--- src/rtl/ucie_ctl_sb_tx_arbiter.sv ---
// Round-robin arbiter that sequences N_REQ sideband message sources onto a single TX FSM,
// with an acceptance timeout and an idle gap after every message.
module ucie_ctl_sb_tx_arbiter #(
  parameter int N_REQ    = 3,
  parameter int MSG_W    = 64,
  parameter int TIMEOUT  = 16,
  parameter int IDLE_GAP = 1
) (
  input  logic                     i_clk,
  input  logic                     i_rst,
  input  logic [N_REQ-1:0]         i_req,
  input  logic [N_REQ*MSG_W-1:0]   i_msg,
  output logic [N_REQ-1:0]         o_gnt,
  output logic [N_REQ-1:0]         o_done,
  output logic                     o_timeout,
  output logic [$clog2(N_REQ)-1:0] o_err_id,
  output logic                     o_valid_lp_sb,
  output logic [MSG_W-1:0]         o_msg,
  input  logic                     i_pl_sb_busy,
  output logic [$clog2(N_REQ)-1:0] o_active_id
);

  localparam int ID_W  = $clog2(N_REQ);
  localparam int TO_W  = (TIMEOUT > 2) ? $clog2(TIMEOUT) : 1;
  localparam int GAP_W = (IDLE_GAP > 1) ? $clog2(IDLE_GAP + 1) : 1;

  typedef enum logic [1:0] {
    S_IDLE,
    S_ISSUE,
    S_WAIT_DONE,
    S_GAP
  } state_e;

  state_e             state_q, state_d;
  logic [ID_W-1:0]    ptr_q, ptr_d;
  logic [TO_W-1:0]    to_cnt_q, to_cnt_d;
  logic [GAP_W-1:0]   gap_cnt_q, gap_cnt_d;
  logic [N_REQ-1:0]   gnt_q, gnt_d;
  logic [N_REQ-1:0]   done_q, done_d;
  logic               timeout_q, timeout_d;
  logic [ID_W-1:0]    err_id_q, err_id_d;
  logic               valid_q, valid_d;
  logic [MSG_W-1:0]   msg_q, msg_d;
  logic [ID_W-1:0]    active_id_q, active_id_d;

  logic               win_found;
  logic [ID_W-1:0]    win_id;
  logic [MSG_W-1:0]   win_msg;
  logic [N_REQ-1:0]   owner_onehot;
  logic [ID_W-1:0]    owner_next;

  // Search starts at the pointer and wraps, so the last-served requester is checked last.
  always_comb begin
    win_found = 1'b0;
    win_id    = '0;
    win_msg   = '0;
    for (int i = 0; i < N_REQ; i++) begin
      for (int k = 0; k < N_REQ; k++) begin
        if (!win_found && i_req[k] && (((int'(ptr_q) + i) % N_REQ) == k)) begin
          win_found = 1'b1;
          win_id    = ID_W'(k);
          win_msg   = i_msg[k*MSG_W +: MSG_W];
        end
      end
    end
  end

  assign owner_onehot = N_REQ'(1) << active_id_q;
  assign owner_next   = (active_id_q == ID_W'(N_REQ - 1)) ? '0 : active_id_q + ID_W'(1);

  always_comb begin
    // NOTE: every _d gets a default first so no path leaves it unassigned and infers a latch.
    state_d     = state_q;
    ptr_d       = ptr_q;
    to_cnt_d    = to_cnt_q;
    gap_cnt_d   = gap_cnt_q;
    gnt_d       = '0;
    done_d      = '0;
    timeout_d   = 1'b0;
    err_id_d    = err_id_q;
    valid_d     = valid_q;
    msg_d       = msg_q;
    active_id_d = active_id_q;

    unique case (state_q)
      S_IDLE: begin
        if (!i_pl_sb_busy && win_found) begin
          state_d     = S_ISSUE;
          gnt_d       = N_REQ'(1) << win_id;
          valid_d     = 1'b1;
          msg_d       = win_msg;
          active_id_d = win_id;
          to_cnt_d    = '0;
        end
      end
      S_ISSUE: begin
        // Acceptance wins over a timeout expiring in the same cycle.
        if (i_pl_sb_busy) begin
          valid_d = 1'b0;
          state_d = S_WAIT_DONE;
        end else if (to_cnt_q == TO_W'(TIMEOUT - 1)) begin
          valid_d   = 1'b0;
          timeout_d = 1'b1;
          err_id_d  = active_id_q;
          ptr_d     = owner_next;
          gap_cnt_d = '0;
          state_d   = (IDLE_GAP == 0) ? S_IDLE : S_GAP;
        end else begin
          to_cnt_d = to_cnt_q + TO_W'(1);
        end
      end
      S_WAIT_DONE: begin
        if (!i_pl_sb_busy) begin
          done_d    = owner_onehot;
          ptr_d     = owner_next;
          gap_cnt_d = '0;
          state_d   = (IDLE_GAP == 0) ? S_IDLE : S_GAP;
        end
      end
      S_GAP: begin
        if (gap_cnt_q == GAP_W'(IDLE_GAP - 1)) begin
          state_d = S_IDLE;
        end else begin
          gap_cnt_d = gap_cnt_q + GAP_W'(1);
        end
      end
      default: state_d = S_IDLE;
    endcase
  end

  always_ff @(posedge i_clk) begin
    // NOTE: non-blocking assignments so every register samples pre-edge values.
    if (i_rst) begin
      state_q     <= S_IDLE;
      ptr_q       <= '0;
      to_cnt_q    <= '0;
      gap_cnt_q   <= '0;
      gnt_q       <= '0;
      done_q      <= '0;
      timeout_q   <= 1'b0;
      err_id_q    <= '0;
      valid_q     <= 1'b0;
      msg_q       <= '0;
      active_id_q <= '0;
    end else begin
      state_q     <= state_d;
      ptr_q       <= ptr_d;
      to_cnt_q    <= to_cnt_d;
      gap_cnt_q   <= gap_cnt_d;
      gnt_q       <= gnt_d;
      done_q      <= done_d;
      timeout_q   <= timeout_d;
      err_id_q    <= err_id_d;
      valid_q     <= valid_d;
      msg_q       <= msg_d;
      active_id_q <= active_id_d;
    end
  end

  assign o_gnt         = gnt_q;
  assign o_done        = done_q;
  assign o_timeout     = timeout_q;
  assign o_err_id      = err_id_q;
  assign o_valid_lp_sb = valid_q;
  assign o_msg         = msg_q;
  assign o_active_id   = active_id_q;

endmodule

--- config.mk ---
export PLATFORM = sky130hd
export DESIGN_NAME = ucie_ctl_sb_tx_arbiter
export DESIGN_NICKNAME = d
export VERILOG_FILES = /design/src/rtl/ucie_ctl_sb_tx_arbiter.sv
export SDC_FILE = /design/constraint.sdc
export NUM_CORES = 1
export LEC_CHECK = 0
export ABC_AREA = 0
export CORE_MARGIN = 2
export CORE_UTILIZATION = 37
export CTS_CLUSTER_DIAMETER = 100
export DETAILED_ROUTE_END_ITERATION = 10
export PLACE_DENSITY_LB_ADDON = 0.12
export SLEW_MARGIN = 20
export SYNTH_ARGS = -nofsm -noshare
export SYNTH_HDL_FRONTEND = slang
export SYNTH_SLANG_ARGS = --single-unit
--- constraint.sdc ---
create_clock -name i_clk -period 2.35 [get_ports i_clk]
set_input_delay 0.47 -clock i_clk [delete_from_list [all_inputs] [get_ports i_clk]]
set_output_delay 0.47 -clock i_clk [all_outputs]
set_load 0.01 [all_outputs]
==> flow_summary.ini <==
[status]
outcome = finished, final reports clean

[timing]
worst_slew_pin_slew_ns = 0.597
setup_viol = 0
slew_headroom_pct = 59.6
rsz0062_at_grt = false
skew_ns = 0.00555
period_share_pct = 92.2
period_needed_ns = 2.17
hold_violations = 0
holdWs_ns = 0.471
maxSlewViolCount = 0
fmax_ghz = 0.462

[clock_network]
ctsHoldBuffers = 0
cts_buffers = 9
clk_pin_slew_worst_paths_ns = 0.06
clkLatencyLatePin_ns = 0.33
cts_htree_levels = 3
cts_resized = 0
clockRootBuffer = clkbuf_16
cts_tree = yes
numClockSinks = 84
cts_setup_buffers = 0
clk_path_buf_depth = 2

[floorplanning]
die-area_um2 = 12200
dieHeight_um = 110
die_width_um = 110
io_pins = 274
core_area_um2 = 10900
fp-row-count = 38
start_util_pct = 38.3

[grt]
grt.busiest_layer = met2
overflow = 0
grt_max_degree = 35
use_met3_pct = 6.76
track_usage_pct = 25.3
grt_first_pass_wirelength_mm = 23.7
antenna_found_initial = 0
grtUsageMet2_pct = 47.6
grt_pass1_vias = 4783
grtUsageMet1_pct = 26.3

[logic_synthesis]
synthesis.instances = 454
synth_area_leader_cell = dfxtp_1
ys_ff_latch = 84
synth_area_um2 = 4190
async_flop_share_pct = 0
synth_cell_types = 50
ys_warn_count = 0
yosysTopAreaCellShare_pct = 40.2
syn-num-nets = 658
synth_common_cells = dfxtp_1, a22oi_1, nor2_1, a21oi_1, a32oi_1
synth_area_per_cell_um2 = 9.22
ys.flop_type = dfxtp_1
synth_edf_count = 0
synth-seq-area-share_pct = 40.2
yosysMostFrequentCell = dfxtp_1
synthTopCellsByArea = dfxtp_1, a22oi_1, a211oi_2, a32oi_1, a21oi_1

[pwr]
power.total_mw = 5.83
p_leak_nw = 2.65
power_density_nw_per_um2 = 780
ir_worst_vdd_mv = 0.412

[drt]
dr.pass1.iters = 5
vias = 4832
detail-route-antenna-nets = 0
wire_per_inst_um = 18.6
drt_iter0_drc = 190
viasPerCell = 5.59
post-route-drc-count = 0
drt-total-wl_mm = 16.1

[layout]
area_growth_pct = 78.3
drive_above_1_share_pct = 10.4
antenna_cells = 0
nets = 923

[setup_path]
crit_required_ns = 2.56
crit_chain = inv_1, ha_1, or3_1, and4_1, buf_12, a32oi_1, o21ai_0
crit_slowest_cell = or3_1
path_class = reg -> reg
max_stage_delay_ns = 0.47
crit_fanout = 33
endpoint_kind = register
arrival_ns = 2.37
startpoint_type = register

[placement]
routabilityCongestion = 0.833
hpwl_mm = 12.4
io_buffers = 273

[min_path]
hp-class = reg -> reg

[run]
max_cap_viol_count = 0
layout by cell type, fill, tap and decap left out, types with 3 or more instances in the layout:
cell type,synthesis,routed
a211oi_1,5,5
a211oi_2,28,28
a21oi_1,38,38
a22oi_1,64,64
a32oi_1,32,32
and2_1,4,4
buf_12,0,12
buf_4,1,12
clkbuf_1,16,3
clkbuf_16,0,9
clkdlybuf4s50_1,0,272
dfxtp_1,84,84
ha_1,6,6
inv_1,9,9
mux2i_1,3,3
nand2_1,13,13
nand2b_1,3,3
nand3_1,3,3
nand4_1,3,3
nor2_1,41,41
nor2b_1,4,4
o21ai_0,26,26
o21ai_1,13,13
metal layers:
layer | part of all wire (%) | wire length [µm]
met1 | 35 | 5630
met2 | 53 | 8560
met3 | 9.1 | 1470
met4 | 2.8 | 450
met5 | 0 | 0
worst max-delay path, delay by kind of cell, from the launching register on:
family          cells  cell delay (ns)
simple gates        2             0.76
buf+inv             2             0.25
compound gates      2             0.31
flops               1             0.35
fa+ha+maj           1             0.37
worst paths after layout:
check | start | to | slack [ns] | cells after the start
max | ptr_q[0] | o_msg[49] | 0.18 | 7
max reg2reg | ptr_q[0] | o_msg[49] | 0.18 | 7
min | o_msg[34] | o_msg[34] | 0.47 | 2
min reg2reg | o_msg[34] | o_msg[34] | 0.47 | 2
logic make-up (layout without fill, tap and decap cells):
kind of cell	after synthesis	in the layout	share of synthesized area, %
AO/OA/AOI/OAI	220	220	40.5
adder cells (fa/ha/maj)	6	6	1.79
buffers and inverters	53	323	6.63
flip-flops	84	84	40.2
multiplexers	3	3	0.717
AND/OR/NAND/NOR	88	88	10.2
final cells by class:
class / count / area, µm²
clock buffer: 12 / 236
clock inverter: 4 / 50.0
fill: 898 / 3470
inverter: 10 / 37.5
multi-input combinational: 317 / 2230
sequential: 84 / 1680
tap: 140 / 175
timing repair buffer: 297 / 3060
per-stage QoR:
stage               cell area [µm²]  setup WS, ns  TNS (ns)  instances  util [%]
floorplan                      4190         0.335         0        454         -
global placement               7180        0.0157         0        848      65.7
detailed placement             7180       -0.0216   -0.0247        848      65.7
CTS                            7470         0.183         0        864      68.3
global route                   7470        0.0770         0        864      68.3
finish                         7470         0.184         0        864      68.3
power breakdown:
group / switching (mW) / internal [mW] / leakage (nW)
Combinational: 1.24 / 1.34 / 1.83
Clock: 0.561 / 0.823 / 0.133
Sequential: 0.152 / 1.71 / 0.688
Total: 1.95 / 3.87 / 2.65
registers in the layout, summed over array words and instances, names as in the netlist:
name,count
o_active_id,2
o_msg,64
o_done,3
o_valid_lp_sb,1
to_cnt_q,4
o_timeout,1
o_gnt,3
state_q,2
ptr_q,2
o_err_id,2
(Power assumes the default switching activity.)
==> variant (same settings) <==
The parameter `TIMEOUT` goes from 16 to 8.
--- a/src/rtl/ucie_ctl_sb_tx_arbiter.sv
+++ b/src/rtl/ucie_ctl_sb_tx_arbiter.sv
@@ -4,5 +4,5 @@
   parameter int N_REQ    = 3,
   parameter int MSG_W    = 64,
-  parameter int TIMEOUT  = 16,
+  parameter int TIMEOUT  = 8,
   parameter int IDLE_GAP = 1
 ) (
Function: same outputs for any inputs over 4 cycles, from zero or initial values and one cycle with i_rst high; that may be too few to reach the edited logic, so the function may still have changed.
==> variant against the original RTL <==
Setup slack got worse by 0.11 ns. Area after synthesis increased by 1.6%. Core utilization decreased by 0.15 points. Wire length increased by 9.8%. Power increased by 18%. Design area increased by 3.3%. Sequential cell count decreased by 1. Largest cell class unchanged. Largest power group unchanged.
==> variant: results (changes against the original RTL) <==
| Metric | Value |
|---|---|
| Wirelength, routed | 17700 um (+9.8%) |
| Skew final | 0.0113 ns (+0.00572 ns) |
| Detailed Routing Iterations Pass 1 | 7 (+2) |
| Post-synthesis cell type count | 39 (-22%) |
| Critical path's top delay family | compound AO/OA/AOI/OAI gates |
| HPWL Detailed | 12400 um (-0.15%) |
| Global-route wire length before repair | 27100 um (+14%) |
| P_sw | 2.41 mW (+23%) |
| Share of post-route cells with drive strength above 1 | 0.0930 (-0.0106) |
| Synth top cells by count | dfxtp_1 (83), nor2_1 (76), nand2_1 (67), a211oi_1 (65), a221oi_1 (58) |
| RePlAce Congestion | 0.897 (+7.7%) |
| GRT Util Overall | 0.269 (+0.0168) |
| Cells after Synth | 514 (+13%) |
| Leak | 2.86 nW (+7.7%) |
| Critical-path top delay cell | dfxtp_1 |
| Largest net degree at the start of global routing | 64 (+83%) |
| Status | complete, no violations |
| Vias per cell | 5.69 (+1.7%) |
| Dpl cells | 911 (+7.4%) |
| Syn_nets | 719 (+9.3%) |
| Finished Layout Cells | 928 (+7.4%) |
| Sequential-to-total area share from yosys stat | 0.390 (-0.0111) |
| Crit path largest cell delay | 0.37 ns (-0.10 ns) |
| Worst EP arrival | 2.48 ns (+0.11 ns) |
| Crit Path Max Fanout | 24 (-27%) |
variant: changes by cell type in the layout (fill, tap and decap cells not counted), sizes merged, moves of 9 or more:
cell / unedited run / this run
o21a: 0 / 10
a211oi: 33 / 65
a21oi: 38 / 9
a22oi: 64 / 6
nand2b: 3 / 12
a32oi: 32 / 0
nand2: 13 / 67
a221oi: 1 / 58
o21ai: 39 / 11
nor2: 41 / 76
variant: final timing paths:
kind | start | end | slack (ns) | cells past startpoint
worst max-delay path | ptr_q[0] | o_msg[10] | 0.08 | 9
worst min-delay path | to_cnt_q[2] | to_cnt_q[2] | 0.48 | 2
worst max register to register | ptr_q[0] | o_msg[10] | 0.08 | 9
worst min register to register | to_cnt_q[2] | to_cnt_q[2] | 0.48 | 2
variant: cell type report:
type | count | area, um^2 | share of cell area
clock buffer | 13 | 260 | 0.0337
clock inverter | 3 | 46.3 | 0.00600
inverter | 5 | 18.8 | 0.00243
multi-input combinational | 375 | 2490 | 0.323
sequential | 83 | 1660 | 0.215
tap | 143 | 179 | 0.0232
timing repair buffer | 306 | 3060 | 0.397
variant: metal layers:
metal  routed length, um  part of all wire  GRT usage  vias up
met5                   0                 0          0        -
met4                 672             0.038      0.125        0
met3                1650             0.093     0.0782       57
met2                8610              0.49      0.466      309
met1                6750              0.38      0.305     2441
li1                    -                 -          -     2470
variant: worst min-delay path: stages (launching register included):
cell	delay, ns
dfxtp_1	0.31
nand2b_1	0.07
a21oi_1	0.05
variant: power by group through the flow:
stage	clock (mW)	sequential (mW)	combinational, mW
6_report	1.47	2.04	3.35
3_5_place_dp	0	2.06	3.19
4_1_cts	1.50	2.04	3.21
3_3_place_gp	0	2.04	3.12
5_1_grt	1.56	2.08	3.62
2_1_floorplan	0	2.22	1.40
variant: what timing repair did:
item,4_1_cts,5_1_grt
setup endpoints to repair,0,50
gates resized for setup,0,21
setup buffers,0,0
variant: logic make-up (layout without fill, tap and decap cells):
kind of cell               Yosys count  count (layout)  synth area share
and+or+nand+nor                    191             191             0.210
DFF                                 83              83             0.390
adders and majority gates            7               7            0.0206
buffers and inverters               56             327            0.0559
AOI/OAI and AO/OA                  172             172             0.312
muxes                                5               5            0.0118
variant: through the flow:
stage | setup WS [ns] | hold slack (ns) | cell area [um^2] | util
6_report | 0.0778 | 0.484 | 7710 | 0.681
5_1_grt | -0.0553 | 0.495 | 7710 | 0.681
4_1_cts | 0.0353 | 0.487 | 7570 | 0.668
3_5_place_dp | -0.0793 | 0.477 | 7260 | 0.641
3_3_place_gp | -0.0660 | 0.458 | 7260 | 0.641
2_1_floorplan | 0.237 | 0.450 | 4260 | -
